--- config.mk ---
export PLATFORM = sky130hd
export DESIGN_NAME = regfile_flat
export DESIGN_NICKNAME = d
export VERILOG_FILES = /design/src/rtl/regfile_if.sv /design/src/rtl/regfile.sv /design/src/flat_wrapper.sv
export SDC_FILE = /design/constraint.sdc
export NUM_CORES = 2
export LEC_CHECK = 0
export BUFFER_PORTS_ARGS = -buffer_cell sky130_fd_sc_hd__buf_2
export CORE_MARGIN = 2
export CORE_UTILIZATION = 45
export DETAILED_ROUTE_END_ITERATION = 6
export GPL_ROUTABILITY_DRIVEN = 0
export GPL_TIMING_DRIVEN = 1
export HOLD_SLACK_MARGIN = 0.1
export SYNTH_ARGS = -nofsm -noshare
export SYNTH_HDL_FRONTEND = slang
export SYNTH_SLANG_ARGS = --single-unit
--- constraint.sdc ---
create_clock -name clk -period 75 [get_ports clk]
set_clock_uncertainty 0.2 [all_clocks]
set_input_delay 15 -clock clk [delete_from_list [all_inputs] [get_ports clk]]
set_output_delay 15 -clock clk [all_outputs]
set_load 0.005 [all_outputs]
--- src/rtl/regfile_if.sv ---
// Operand/write bundle between decode and the architectural register file.
// Master drives indices and write data; slave returns the two operands.
interface regfile_if;
  logic        RegWrite;
  logic [4:0]  WriteRegister;
  logic [63:0] WriteData;
  logic [4:0]  ReadRegister1;
  logic [4:0]  ReadRegister2;
  logic [63:0] ReadData1;
  logic [63:0] ReadData2;

  modport master (
    output RegWrite, WriteRegister, WriteData, ReadRegister1, ReadRegister2,
    input  ReadData1, ReadData2
  );

  modport slave (
    input  RegWrite, WriteRegister, WriteData, ReadRegister1, ReadRegister2,
    output ReadData1, ReadData2
  );
endinterface

--- src/rtl/regfile.sv ---
// 32 x 64-bit register file: one clocked write port, two combinational read ports.
// Index 31 is XZR: writes are dropped and reads return zero.
module regfile (
  input  logic     clk,
  input  logic     reset,
  regfile_if.slave rf
);

  logic [63:0] regs_q   [31];
  logic [63:0] regs_d   [31];
  logic [30:0] wr_en;
  logic [63:0] lo_bank  [16];
  logic [63:0] hi_bank  [16];
  logic [63:0] rd1_lo, rd1_hi, rd2_lo, rd2_hi;

  // One-hot write decode; index 31 has no enable line at all.
  always_comb begin
    wr_en = '0;
    for (int i = 0; i < 31; i++) begin
      wr_en[i] = rf.RegWrite && (rf.WriteRegister == 5'(i));
    end
  end

  always_comb begin
    for (int i = 0; i < 31; i++) begin
      regs_d[i] = wr_en[i] ? rf.WriteData : regs_q[i];
    end
  end

  always_ff @(posedge clk or posedge reset) begin
    if (reset) begin
      for (int i = 0; i < 31; i++) regs_q[i] <= '0;
    end else begin
      for (int i = 0; i < 31; i++) regs_q[i] <= regs_d[i];
    end
  end

  // Mux cell inputs; slot 15 of the high cell is the hardwired zero.
  always_comb begin
    for (int i = 0; i < 16; i++) lo_bank[i] = regs_q[i];
    for (int i = 0; i < 15; i++) hi_bank[i] = regs_q[16 + i];
    hi_bank[15] = '0;
  end

  always_comb begin
    rd1_lo = lo_bank[rf.ReadRegister1[3:0]];
    rd1_hi = hi_bank[rf.ReadRegister1[3:0]];
    rd2_lo = lo_bank[rf.ReadRegister2[3:0]];
    rd2_hi = hi_bank[rf.ReadRegister2[3:0]];
  end

  assign rf.ReadData1 = rf.ReadRegister1[4] ? rd1_hi : rd1_lo;
  assign rf.ReadData2 = rf.ReadRegister2[4] ? rd2_hi : rd2_lo;

endmodule

--- src/flat_wrapper.sv ---
// flat-port wrapper written by rule: the top's interface ports become plain ports
module regfile_flat 
  (clk, reset, rf_RegWrite, rf_WriteRegister, rf_WriteData, rf_ReadRegister1, rf_ReadRegister2, rf_ReadData1, rf_ReadData2);
  regfile_if rf_i ();
  input  logic clk;
  input  logic reset;
  input wire logic [$bits(rf_i.RegWrite)-1:0] rf_RegWrite;
  input wire logic [$bits(rf_i.WriteRegister)-1:0] rf_WriteRegister;
  input wire logic [$bits(rf_i.WriteData)-1:0] rf_WriteData;
  input wire logic [$bits(rf_i.ReadRegister1)-1:0] rf_ReadRegister1;
  input wire logic [$bits(rf_i.ReadRegister2)-1:0] rf_ReadRegister2;
  output wire logic [$bits(rf_i.ReadData1)-1:0] rf_ReadData1;
  output wire logic [$bits(rf_i.ReadData2)-1:0] rf_ReadData2;
  assign rf_i.RegWrite = rf_RegWrite;
  assign rf_i.WriteRegister = rf_WriteRegister;
  assign rf_i.WriteData = rf_WriteData;
  assign rf_i.ReadRegister1 = rf_ReadRegister1;
  assign rf_i.ReadRegister2 = rf_ReadRegister2;
  assign rf_ReadData1 = rf_i.ReadData1;
  assign rf_ReadData2 = rf_i.ReadData2;
  regfile u_core (.clk(clk), .reset(reset), .rf(rf_i));
endmodule
Word-level counts from Yosys, hierarchy flattened --
Index checks and enable logic that the tools add are counted.
Operators by class: bitwise operators 2, $lt $le $gt $ge 2, equality and inequality tests 30, reductions and logical operators 32, multiplexer cells 14
Operator list (count):
- $bmux 64 s4 | 4
- $mux 64 | 10
- $eq 5x5->1 const B | 15
- $eq 5x4->1 const B | 8
- $logic_and 1x1->1 | 31
- $eq 5x3->1 const B | 4
- $eq 5x2->1 const B | 2
- $ge 5x5->1 const B | 2
- $not 4->5 | 2
- $eq 5x1->1 const B | 1
- $logic_not 5->1 | 1
Storage, ports and cells: bits in registers 1984, logic and storage cells 111

Logic depth before layout (Yosys ltp) --
word-level depth 5, depth in mapped cells 10, gate-level depth less buffers 5

Worst setup path before layout --
Ideal clock, no wire load.
path kind input -> output, start point input rf_ReadRegister1[2], end point output rf_ReadData1[0], cell stages on the path 6, path buffers 3, slack 43115 ps, arrival 16685 ps, path through buf_2 > clkbuf_1 > buf_1 > mux4_2 > mux2_2 > a221o_1
Between the ends: word-level cells in the longest chain between the ends 5, elaborated cells on any way between the ends 8, classes of those cells 7 x mux; 1 x bitwise
Ends and longest elaborated chain:
- start: declaration | line flat_wrapper.sv:10 | input wire logic [$bits(rf_i.ReadRegister1)-1:0] rf_ReadRegister1;
- $not 4->5 (not written as such) * | line regfile.sv:46, regfile.sv:47
- $bmux 64 s4 (on tied branches) | line regfile.sv:46, regfile.sv:47
- $mux 64 (on tied branches) (2 in a row) | line regfile.sv:46, regfile.sv:47
- $mux 64 * | line regfile.sv:52 | assign rf.ReadData1 = rf.ReadRegister1[4] ? rd1_hi : rd1_lo;
- end: declaration | line flat_wrapper.sv:12 | output wire logic [$bits(rf_i.ReadData1)-1:0] rf_ReadData1;
Mark *: on every way between the ends. The rest lies on a longest branch, timed or not. The select of a mux whose other input is x is not followed.

Final worst setup path --
start point input rf_ReadRegister2[1], end point output rf_ReadData2[21]
Between the ends: word-level cells in the longest chain between the ends 5, elaborated cells on any way between the ends 8, classes of those cells 7 x mux; 1 x bitwise
Ends and longest elaborated chain:
- start: declaration | line flat_wrapper.sv:11 | input wire logic [$bits(rf_i.ReadRegister2)-1:0] rf_ReadRegister2;
- $not 4->5 (not written as such) * | line regfile.sv:48, regfile.sv:49
- $bmux 64 s4 (on tied branches) | line regfile.sv:48, regfile.sv:49
- $mux 64 (on tied branches) (2 in a row) | line regfile.sv:48, regfile.sv:49
- $mux 64 * | line regfile.sv:53 | assign rf.ReadData2 = rf.ReadRegister2[4] ? rd2_hi : rd2_lo;
- end: declaration | line flat_wrapper.sv:13 | output wire logic [$bits(rf_i.ReadData2)-1:0] rf_ReadData2;
Marks and branches as above.

==> impl_metrics.yaml <==
global_routing:
  grt_pass1_wl_um: 485000
  grt_util_all_layers_pct: 27.5
  overflow: 0
  antenna_found_initial: 30
  grt_pass1_vias: 67900
  grt_max_degree: 159
final_layout:
  nFillCells: 19900
  fin_area_sq_um: 116000
  areaGrowthSynthToFinish_pct: 9.88
  drive_gt1_share_pct: 55.1
  final_nets: 6783
clock_network:
  clk_pin_slew_ps: 60
  insertion_delay_ps: 870
  cts_tree: "done"
  cts_root_buf: "clkbuf_16"
  cts_setup_buffers: 0
  cts_max_level: 4
  hold_buffers: 0
  numCtsBuffers: 218
  cts_buffer_depth: 3
  ctsResizeCount: 0
  cts.sinks: 1984
yosys:
  netlist_area_sq_um: 106000
  yosys.area.top_type: "dfrtp_1"
  avgSynthCellArea_sq_um: 15.4
  seq_area_frac_synth_pct: 46.8
  syn_nets: 6961
  synth_area_leaders: "dfrtp_1 47%, mux2_2 23%, mux4_2 18%"
  ys_types: 40
  ys_ff_latch: 1984
  synthCells: 6879
  synth_top_area_share_pct: 46.8
  yosys_warnings: 0
worst_hold_path:
  min_from: "u_core.hi_bank[250]"
  min_path_type: "reg2reg"
timing:
  hold_viol_final: 0
  clock.fmax_mhz: 28.3
  worstMarginPinSlew_ps: 1290
  fin_crit_sh_pct: 47.1
  period_needed_ps: 35320
  report.final.slew_viol_count: 0
  slew_headroom_pct: 13.6
  timing.final.ws_setup_ps: 39680
  rsz0062_at_grt: "no"
  setup_viol: 0
  fin_tns_setup_ps: 0
pwr:
  p_per_area_nw_per_um2: 27.4
  peakVddDrop_mv: 0.0196
  power_leakage_uw: 0.0507
placement:
  dp_slack_ps: 39770
  post_dp_cell_area_sq_um: 109000
  dp_hpwl_um: 184000
  numPortBuffers: 209
floorplan:
  rows: 178
  die_w_um: 489
  num_io_pins: 210
  die_area_sq_um: 239000
  initial_core_util_pct: 45.2
  fp.dieH_um: 489
  core_area_sq_um: 235000
detailed_routing:
  first_pass_iters: 6
  wl_um: 327000
  route.detailed.drc: 0
  route.vias.total: 65400
  viasPerCell: 6.52
  avgRoutedWirePerCell_um: 32.6
  drt_iter0_markers: 5546
  ant_nets: 0
run_status:
  status: "finished clean"
run:
  max_cap_violations: 0
setup_path:
  worstReg2RegStart: "u_core.hi_bank[230]"
  arrival_ps: 20120
  start_kind: "primary input"
  cp.required_ps: 59800
  critPathLaunch: "rf_ReadRegister2[1]"
  worst-setup-path-type: "in2out"
  cp_max_fo: 58
  crit_path_end_kind: "primary output"
## synth_stat cells (all sizes together)
master	instances
nand4b	3
o22ai	139
mux4	841
a21oi	52
a2111oi	1
nand3	4
or2	2
nor3	4
o2111a	2
o31ai	28
mux2i	394
o21ai	2
nand2b	8
o22a	2
clkbuf	469
nor2	30
nand4	1
o221ai	2
a21o	16
nor2b	38
nor3b	2
mux2	2252
a221oi	2
a211oi	29
nor4	12
nand2	32
dfrtp	1984
o2bb2ai	112
inv	1
o211ai	12
or3	3
buf	287
a221o	113
## registers in the layout, summed over array words and instances (netlist names)
name            count
u_core.hi_bank    960
u_core.lo_bank   1024
## power breakdown
group / total, uW / internal (uW) / switching (uW) / leakage, uW
registers: 1440 / 1280 / 157 / 0.0254
clock network: 1090 / 638 / 454 / 0.00358
logic: 656 / 400 / 257 / 0.0218
## layer usage
layer	share of wire (%)	track usage, %	routed length (um)
met1	44	39.6	145000
met2	47	43.1	154000
met4	2.4	7.17	7890
met5	0.018	0	59
met3	6.5	4.89	21200
## logic make-up (layout without fill, tap and decap cells)
group	count (synthesis)	in the layout	synth area share, %
AND/OR/NAND/NOR	139	139	0.691
flip-flops	1984	1984	46.8
other	0	6	0
AO/OA/AOI/OAI	512	512	3.75
buffers and inverters	757	755	3.20
multiplexers	3487	3487	45.5
## critical path: stages
cell	delay, ps
buf_8	310
buf_4	730
buf_4	830
buf_4	850
buf_4	840
mux4_2	420
mux2_2	280
a221o_1	460
buf_2	180
## cells in the final DEF, fill, tap and decap left out, drive strengths merged, types with 2 or more instances in the layout
cell / count
a211oi: 29
a21o: 16
a21oi: 52
a221o: 113
a221oi: 2
buf: 357
bufinv: 12
clkbuf: 337
clkinv: 36
clkinvlp: 3
dfrtp: 1984
diode: 6
inv: 10
mux2: 2252
mux2i: 394
mux4: 841
nand2: 32
nand2b: 8
nand3: 4
nand4b: 3
nor2: 30
nor2b: 38
nor3: 4
nor3b: 2
nor4: 12
o2111a: 2
o211ai: 12
o21ai: 2
o221ai: 2
o22a: 2
o22ai: 139
o2bb2ai: 112
o31ai: 28
or2: 2
or3: 3
## through the flow
stage | instances | hold slack [ps] | power [uW] | utilization, %
6_report | 10000 | 308 | 3190 | 49.6
3_3_place_gp | 9631 | 290 | 2080 | 46.5
4_1_cts | 10000 | 310 | 3210 | 49.6
3_5_place_dp | 9631 | 297 | 2110 | 46.5
2_1_floorplan | 6879 | 279 | 1930 | -
5_1_grt | 10000 | 324 | 3330 | 49.6
## cell type report
class	count	area, sq um	share of cell area (%)
clock inverters	60	731	0.627
multi-input cells	4138	53300	45.8
clock buffers	336	6530	5.61
well taps	3150	3940	3.38
repair buffers	358	2290	1.97
flip-flops and latches	1984	49600	42.6
diodes	6	15.0	0.0129
inverters	1	11.3	0.00967
## final timing paths
check	endpoint	slack (ps)	cells past startpoint
setup / recovery	rf_ReadData2[21]	39680	9
min in group asynchronous	u_core.lo_bank[225]	14080	2
hold reg to reg	u_core.hi_bank[250]	310	1
setup reg to reg	u_core.hi_bank[230]	73980	1
hold / removal	u_core.hi_bank[250]	310	1
max in group asynchronous	u_core.lo_bank[646]	55190	8
Power figures use the tool's default switching activity.
